`src/rtl/pipes.sv`:
```
// Shared pipeline types: decoded control bundle, ALU function codes and immediate formats.
package pipes;

  typedef enum logic [3:0] {
    OP_NONE, ALU, ALUW, ALUI, ALUIW, LD, SD, BRANCH, LUI, AUIPC, JAL, JALR
  } op_t;

  typedef enum logic [3:0] {
    ALU_ADD, ALU_SUB, ALU_AND, ALU_OR, ALU_XOR, ALU_SLL, ALU_SRL, ALU_SRA,
    ALU_SLT, ALU_SLTU, ALU_MUL, ALU_DIV, ALU_DIVU, ALU_REM, ALU_REMU
  } alufunc_t;

  typedef struct packed {
    op_t      op;
    alufunc_t alufunc;
    logic     regwrite;
  } contral_t;

  typedef enum logic [2:0] {IMM_I, IMM_S, IMM_B, IMM_U, IMM_J} imm_fmt_t;

endpackage

```
`src/rtl/imm_gen.sv`:
```
// Combinational RV immediate generator, sign-extended from instr[31] to XLEN.
module imm_gen
  import pipes::*;
#(
  parameter int XLEN = 64
) (
  input  logic [31:0]            instr,
  input  imm_fmt_t               fmt,
  output logic signed [XLEN-1:0] imm
);

  logic signed [31:0] imm32;
  logic               unused_opcode;

  assign unused_opcode = ^instr[6:0];

  always_comb begin
    case (fmt)
      IMM_I:   imm32 = {{20{instr[31]}}, instr[31:20]};
      IMM_S:   imm32 = {{20{instr[31]}}, instr[31:25], instr[11:7]};
      IMM_B:   imm32 = {{19{instr[31]}}, instr[31], instr[7], instr[30:25], instr[11:8], 1'b0};
      IMM_U:   imm32 = {instr[31:12], 12'b0};
      IMM_J:   imm32 = {{11{instr[31]}}, instr[31], instr[19:12], instr[20], instr[30:21], 1'b0};
      default: imm32 = '0;
    endcase
  end

  assign imm = XLEN'(imm32);

endmodule

```
`src/rtl/operand_stage.sv`:
```
// Decode-to-execute operand stage: operand/target generation, load-use hazard
// tracking and a valid/ready output register.
module operand_stage
  import pipes::*;
#(
  parameter int XLEN   = 64,
  parameter int LD_LAT = 2
) (
  input  logic              clk,
  input  logic              resetn,
  input  logic              flush,
  input  logic              in_valid,
  output logic              in_ready,
  input  contral_t          in_ctl,
  input  logic [31:0]       in_instr,
  input  logic [XLEN-1:0]   in_pc,
  input  logic [4:0]        in_ra1,
  input  logic [4:0]        in_ra2,
  input  logic [4:0]        in_rd,
  input  logic [XLEN-1:0]   in_rs1,
  input  logic [XLEN-1:0]   in_rs2,
  output logic              out_valid,
  input  logic              out_ready,
  output contral_t          out_ctl,
  output logic [4:0]        out_rd,
  output logic [XLEN-1:0]   out_a,
  output logic [XLEN-1:0]   out_b,
  output logic [XLEN-1:0]   out_sdata,
  output logic [XLEN-1:0]   out_target,
  output logic [31:0]       stall_cnt
);

  function automatic logic [31:0] sat_inc(input logic [31:0] v);
    return (v == 32'hFFFF_FFFF) ? v : v + 32'd1;
  endfunction

  function automatic logic [XLEN-1:0] ext_w(input logic [XLEN-1:0] v, input logic sgn);
    logic signed [31:0] lo_s;
    logic        [31:0] lo_u;
    lo_s = v[31:0];
    lo_u = v[31:0];
    if (sgn) return XLEN'(lo_s);
    return XLEN'(lo_u);
  endfunction

  imm_fmt_t               fmt;
  logic signed [XLEN-1:0] imm;
  logic                   use_rs1, use_rs2, hazard, xfer, fire, ld_fire;
  logic [XLEN-1:0]        a_p0, b_p0, sdata_p0, target_p0;

  logic                   vld_p1;
  contral_t               ctl_p1;
  logic [4:0]             rd_p1;
  logic [XLEN-1:0]        a_p1, b_p1, sdata_p1, target_p1;
  logic [LD_LAT-1:0]      pend_vld;
  logic [LD_LAT-1:0][4:0] pend_rd;
  logic [31:0]            stall_q;

  // ---- stage p0: immediate, operand mux, hazard ----
  always_comb begin
    case (in_ctl.op)
      SD:          fmt = IMM_S;
      BRANCH:      fmt = IMM_B;
      LUI, AUIPC:  fmt = IMM_U;
      JAL:         fmt = IMM_J;
      default:     fmt = IMM_I;
    endcase
  end

  imm_gen #(.XLEN(XLEN)) u_imm_gen (
    .instr (in_instr),
    .fmt   (fmt),
    .imm   (imm)
  );

  always_comb begin
    a_p0      = in_rs1;
    b_p0      = in_rs2;
    sdata_p0  = '0;
    target_p0 = '0;
    case (in_ctl.op)
      ALUW: begin
        // Word divides see only the low 32 bits, extended the way the divider expects.
        if (XLEN > 32 && in_ctl.alufunc inside {ALU_DIV, ALU_REM}) begin
          a_p0 = ext_w(in_rs1, 1'b1);
          b_p0 = ext_w(in_rs2, 1'b1);
        end else if (XLEN > 32 && in_ctl.alufunc inside {ALU_DIVU, ALU_REMU}) begin
          a_p0 = ext_w(in_rs1, 1'b0);
          b_p0 = ext_w(in_rs2, 1'b0);
        end
      end
      ALUI, ALUIW, LD: b_p0 = imm;
      SD: begin
        b_p0     = imm;
        sdata_p0 = in_rs2;
      end
      BRANCH: target_p0 = in_pc + imm;
      LUI: begin
        a_p0 = '0;
        b_p0 = imm;
      end
      AUIPC: begin
        a_p0 = in_pc;
        b_p0 = imm;
      end
      JAL: begin
        a_p0      = in_pc;
        b_p0      = XLEN'(4);
        target_p0 = in_pc + imm;
      end
      JALR: begin
        a_p0      = in_pc;
        b_p0      = XLEN'(4);
        target_p0 = in_rs1 + imm;
        target_p0[0] = 1'b0;
      end
      default: ;
    endcase
  end

  assign use_rs1 = in_ctl.op inside {ALU, ALUW, ALUI, ALUIW, LD, SD, BRANCH, JALR};
  assign use_rs2 = in_ctl.op inside {ALU, ALUW, SD, BRANCH};

  always_comb begin
    hazard = 1'b0;
    for (int i = 0; i < LD_LAT; i++) begin
      if (pend_vld[i] && use_rs1 && in_ra1 != 5'd0 && in_ra1 == pend_rd[i]) hazard = 1'b1;
      if (pend_vld[i] && use_rs2 && in_ra2 != 5'd0 && in_ra2 == pend_rd[i]) hazard = 1'b1;
    end
    if (vld_p1 && ctl_p1.op == LD) begin
      if (use_rs1 && in_ra1 != 5'd0 && in_ra1 == rd_p1) hazard = 1'b1;
      if (use_rs2 && in_ra2 != 5'd0 && in_ra2 == rd_p1) hazard = 1'b1;
    end
  end

  assign fire     = vld_p1 & out_ready;
  assign ld_fire  = fire & (ctl_p1.op == LD) & (rd_p1 != 5'd0);
  assign in_ready = (~vld_p1 | out_ready) & ~hazard & ~flush;
  assign xfer     = in_valid & in_ready;

  // ---- stage p1: output register, pending-load tracker, stall counter ----
  always_ff @(posedge clk or negedge resetn) begin
    if (!resetn) begin
      vld_p1    <= 1'b0;
      ctl_p1    <= '0;
      rd_p1     <= '0;
      a_p1      <= '0;
      b_p1      <= '0;
      sdata_p1  <= '0;
      target_p1 <= '0;
      pend_vld  <= '0;
      pend_rd   <= '0;
      stall_q   <= '0;
    end else begin
      if (flush)     vld_p1 <= 1'b0;
      else if (xfer) vld_p1 <= 1'b1;
      else if (fire) vld_p1 <= 1'b0;

      if (xfer) begin
        ctl_p1    <= in_ctl;
        rd_p1     <= in_rd;
        a_p1      <= a_p0;
        b_p1      <= b_p0;
        sdata_p1  <= sdata_p0;
        target_p1 <= target_p0;
      end

      // Flush does not touch the tracker: squashed or not, a fired load is in flight.
      pend_vld[0] <= ld_fire;
      pend_rd[0]  <= ld_fire ? rd_p1 : 5'd0;
      for (int i = 1; i < LD_LAT; i++) begin
        pend_vld[i] <= pend_vld[i-1];
        pend_rd[i]  <= pend_rd[i-1];
      end

      if (in_valid && hazard) stall_q <= sat_inc(stall_q);
    end
  end

  assign out_valid  = vld_p1;
  assign out_ctl    = ctl_p1;
  assign out_rd     = rd_p1;
  assign out_a      = a_p1;
  assign out_b      = b_p1;
  assign out_sdata  = sdata_p1;
  assign out_target = target_p1;
  assign stall_cnt  = stall_q;

endmodule

```
`config.mk`:
```
export PLATFORM = sky130hd
export DESIGN_NAME = operand_stage
export DESIGN_NICKNAME = d
export VERILOG_FILES = /design/src/rtl/pipes.sv /design/src/rtl/imm_gen.sv /design/src/rtl/operand_stage.sv
export SDC_FILE = /design/constraint.sdc
export NUM_CORES = 1
export LEC_CHECK = 0
export BUFFER_PORTS_ARGS = -buffer_cell sky130_fd_sc_hd__buf_4
export CAP_MARGIN = 15
export CORE_AREA = 2 2 217 219
export CTS_CLUSTER_SIZE = 25
export DETAILED_ROUTE_END_ITERATION = 12
export DIE_AREA = 0 0 219 221
export PLACE_DENSITY = 0.72
export REMOVE_ABC_BUFFERS = 1
export SYNTH_ARGS = -nofsm -noshare
export SYNTH_HDL_FRONTEND = slang
export SYNTH_SLANG_ARGS = --single-unit
```
`constraint.sdc`:
```
create_clock -name clk -period 3.5 [get_ports clk]
set_input_delay 0.175 -clock clk [delete_from_list [all_inputs] [get_ports clk]]
set_output_delay 0.175 -clock clk [all_outputs]
set_load 0.1 [all_outputs]
```
==> results.txt <==
Area Growth Syn to Fin = 56.4%
hold slack = -0.00154 ns
Setup crit start kind = primary input
Async S/R FF share, synth = 1.00
Synth Warn # = 0
Seq cells post-synth = 315
core area = 46100 µm²
RSZ-0062 raised after global routing = yes
critical path required time = 3.98 ns
final WL = 98.8 mm
fin worst setup slack = 0.0730 ns
Final Setup Violations = 0
most frequent CP cell = buf_6
status = finished, violations left
Critical Path Max Stage Delay = 0.37 ns
placed cell areas = 29600 µm²
Final Max Slew Viols = 0
clk_lat worst skew = 0.57 ns
vias in the first global route = 25200
DRT iter0 DRCs = 2242
fmax = 0.292 GHz
final number of hold-violating endpoints = 1
Final Util = 0.733
failing checks = negative hold slack
total CTS buffers = 36
Post-Syn Area per Cell = 8.48 µm²
Tcrit/Tclk final = 0.979
H-tree depth = 2
slowest CP cell = o31ai_4
Distinct cells, synth = 105
Placer Congestion = 1.04
worst vdd ir = 0.562 mV
Worst Tran Pin Value = 1.03 ns
initial antenna violation count = 8
post-route DRC violation count = 0
WS Path Type = primary input to flip-flop
Layout fillers = 3492
Buf+Inv Stages, Crit Path = 6
Seq/Total Area, Yosys = 0.365
layout cell share with drive strength beyond 1 = 0.345
Detailed Place HPWL = 73.4 mm
Setup Skew = 0.0195 ns
P per Cell Area = 492 nW/µm²
Net count, final = 4058
Ports = 557
clock sink total = 315
CTS max path bufs = 3
number of port buffers = 549
Setup WS pre-CTS = -1.01 ns
Via Count = 25500
Syn Inst Count = 2545
CTS tree = built
Main synth FF type = dfrtp_1
crit path DAT = 3.91 ns
delay-heaviest family, CP = compound AO/OA/AOI/OAI gates
Avg WL per Cell = 22.9 µm
synthesized area = 21600 µm²
Die X = 219 µm
CP Max Fanout = 9
# rows = 79
Hold Path Class = primary input to flip-flop
Die Span Y = 221 µm
Antenna Nets Post-Route = 0
Slew headroom = 0.312
total gr overflow = 0
EDFF count, synth = 0
clock-pin slew on the worst setup and hold paths = 0.06 ns
die area = 48400 µm²
CTS Root Cell = clkbuf_16
Max-Cap Viols = 0
largest net degree at the start of global routing = 168
critical path cell sequence = buf_6, nand2b_4, nor2_4, buf_6, nor2b_1, buf_4, ha_1, a21o_1, a21o_1, a21oi_2, buf_4, nor4_1, a211o_1, o31ai_4, buf_6, o21ai_2, a21oi_2, buf_6, o2111ai_4, o41ai_4, o21ai_2, a31oi_1
first-pass GRT wire length = 148 mm
initial core utilization = 0.468
vias per cell = 5.91
GRT Total Usage = 0.394
drt pass-1 iters = 7
min cycle time layout = 3.43 ns
critical path capture point type = flip-flop
Leakage = 16.7 nW
Final Cell Area = 33700 µm²
-- tightest hold or removal path, stage by stage --
cell     delay, ns
buf_12        0.11
buf_6         0.13
nand2_1       0.05
nand2_1       0.05
-- logic make-up after synthesis --
family,Yosys count,synth area share
compound gates,782,0.248
xor+xnor,181,0.0735
fa+ha+maj,128,0.0747
buf+inv,196,0.0403
flops,315,0.365
mux,3,0.00151
simple gates,940,0.197
-- placed cells by master (no fill, tap or decap), types with 16 or more instances in the layout --
cell type	Yosys	final
a21o_1	104	104
a21oi_1	182	166
a221oi_1	127	116
a22oi_1	23	23
a31oi_1	19	16
and3_1	17	17
buf_4	5	1019
clkbuf_16	0	36
dfrtp_1	315	315
dlygate4sd3_1	0	203
ha_1	124	112
inv_1	45	44
nand2_1	358	355
nand2b_1	28	25
nand3_1	104	104
nand4_1	37	37
nor2_1	272	263
nor2b_1	20	16
nor3_1	27	22
o21a_1	18	16
o21ai_0	158	149
o21bai_1	25	25
xnor2_1	115	113
xor2_1	66	65
-- where the power goes --
| part | internal (mW) | switching, mW | total, mW |
|---|---|---|---|
| logic | 2.57 | 5.75 | 8.32 |
| registers | 4.07 | 0.298 | 4.36 |
| clock network | 2.28 | 1.62 | 3.90 |
-- synth_stat cells (23+ instances only) --
cell type,count,area (µm²)
nand2_1,358,1340
dfrtp_1,315,7880
nor2_1,272,1020
a21oi_1,182,911
o21ai_0,158,791
a221oi_1,127,1110
ha_1,124,1550
clkbuf_1,120,450
xnor2_1,115,1010
a21o_1,104,781
nand3_1,104,521
xor2_1,66,578
inv_1,45,169
nand4_1,37,231
nand2b_1,28,175
nor3_1,27,135
o21bai_1,25,188
a22oi_1,23,173
-- worst paths after layout --
kind | startpoint | endpoint | slack [ns] | depth (start not counted)
worst min-delay path | in_ctl[8] | out_ctl[8] | -0.002 | 4
worst max register to register | out_rd[3] | out_a[7] | 0.18 | 11
worst max-delay path | in_ctl[7] | out_target[57] | 0.07 | 22
worst min register to register | pend_vld[0] | pend_vld[1] | 0.38 | 0
min in group asynchronous | resetn | out_sdata[58] | 0.27 | 2
max in group asynchronous | resetn | out_a[37] | 2.27 | 3
-- what timing repair did --
| item | in CTS | in global routing |
|---|---|---|
| pin swaps | 19 | 66 |
| hold buffers | 203 | 0 |
| endpoints found under the hold margin | 297 | 0 |
| setup endpoints to repair | 35 | 43 |
| buffers inserted | 3 | 15 |
| resized for setup | 40 | 122 |
-- flip-flops by register name, indices dropped and copies added, names as in the netlist --
register	flops
out_sdata	64
pend_vld	2
out_valid	1
out_b	64
out_rd	5
out_ctl	9
stall_cnt	32
out_a	64
out_target	64
pend_rd	10
-- area by class of cell --
cell class	instances	area (µm²)	area share
Clock inverter	10	135	0.00400
Antenna cell	6	15.0	0.000445
Inverter	46	173	0.00512
Multi-Input combinational cell	2034	13600	0.404
Tap cell	607	759	0.0225
Clock buffer	51	1070	0.0316
Sequential cell	315	7880	0.234
Timing Repair Buffer	1246	10100	0.298
-- routing by layer --
metal  vias up  global-route usage  share of wire
li1      11500                   -              -
met1     12400               0.513           0.41
met3       321              0.0782          0.082
met2      1285               0.631           0.46
met4         4               0.179          0.052
met5         -                   0        0.00024
-- through the flow --
step | TNS [ns] | power, mW | instances
2_1_floorplan | -1206.58 | 9.49 | 2395
3_3_place_gp | -29.06 | 12.1 | 4028
3_5_place_dp | -31.09 | 12.2 | 4028
4_1_cts | 0 | 16.3 | 4294
5_1_grt | -0.387 | 17.1 | 4315
6_report | 0 | 16.6 | 4315
Note: power is estimated with default switching activity, not from simulation.
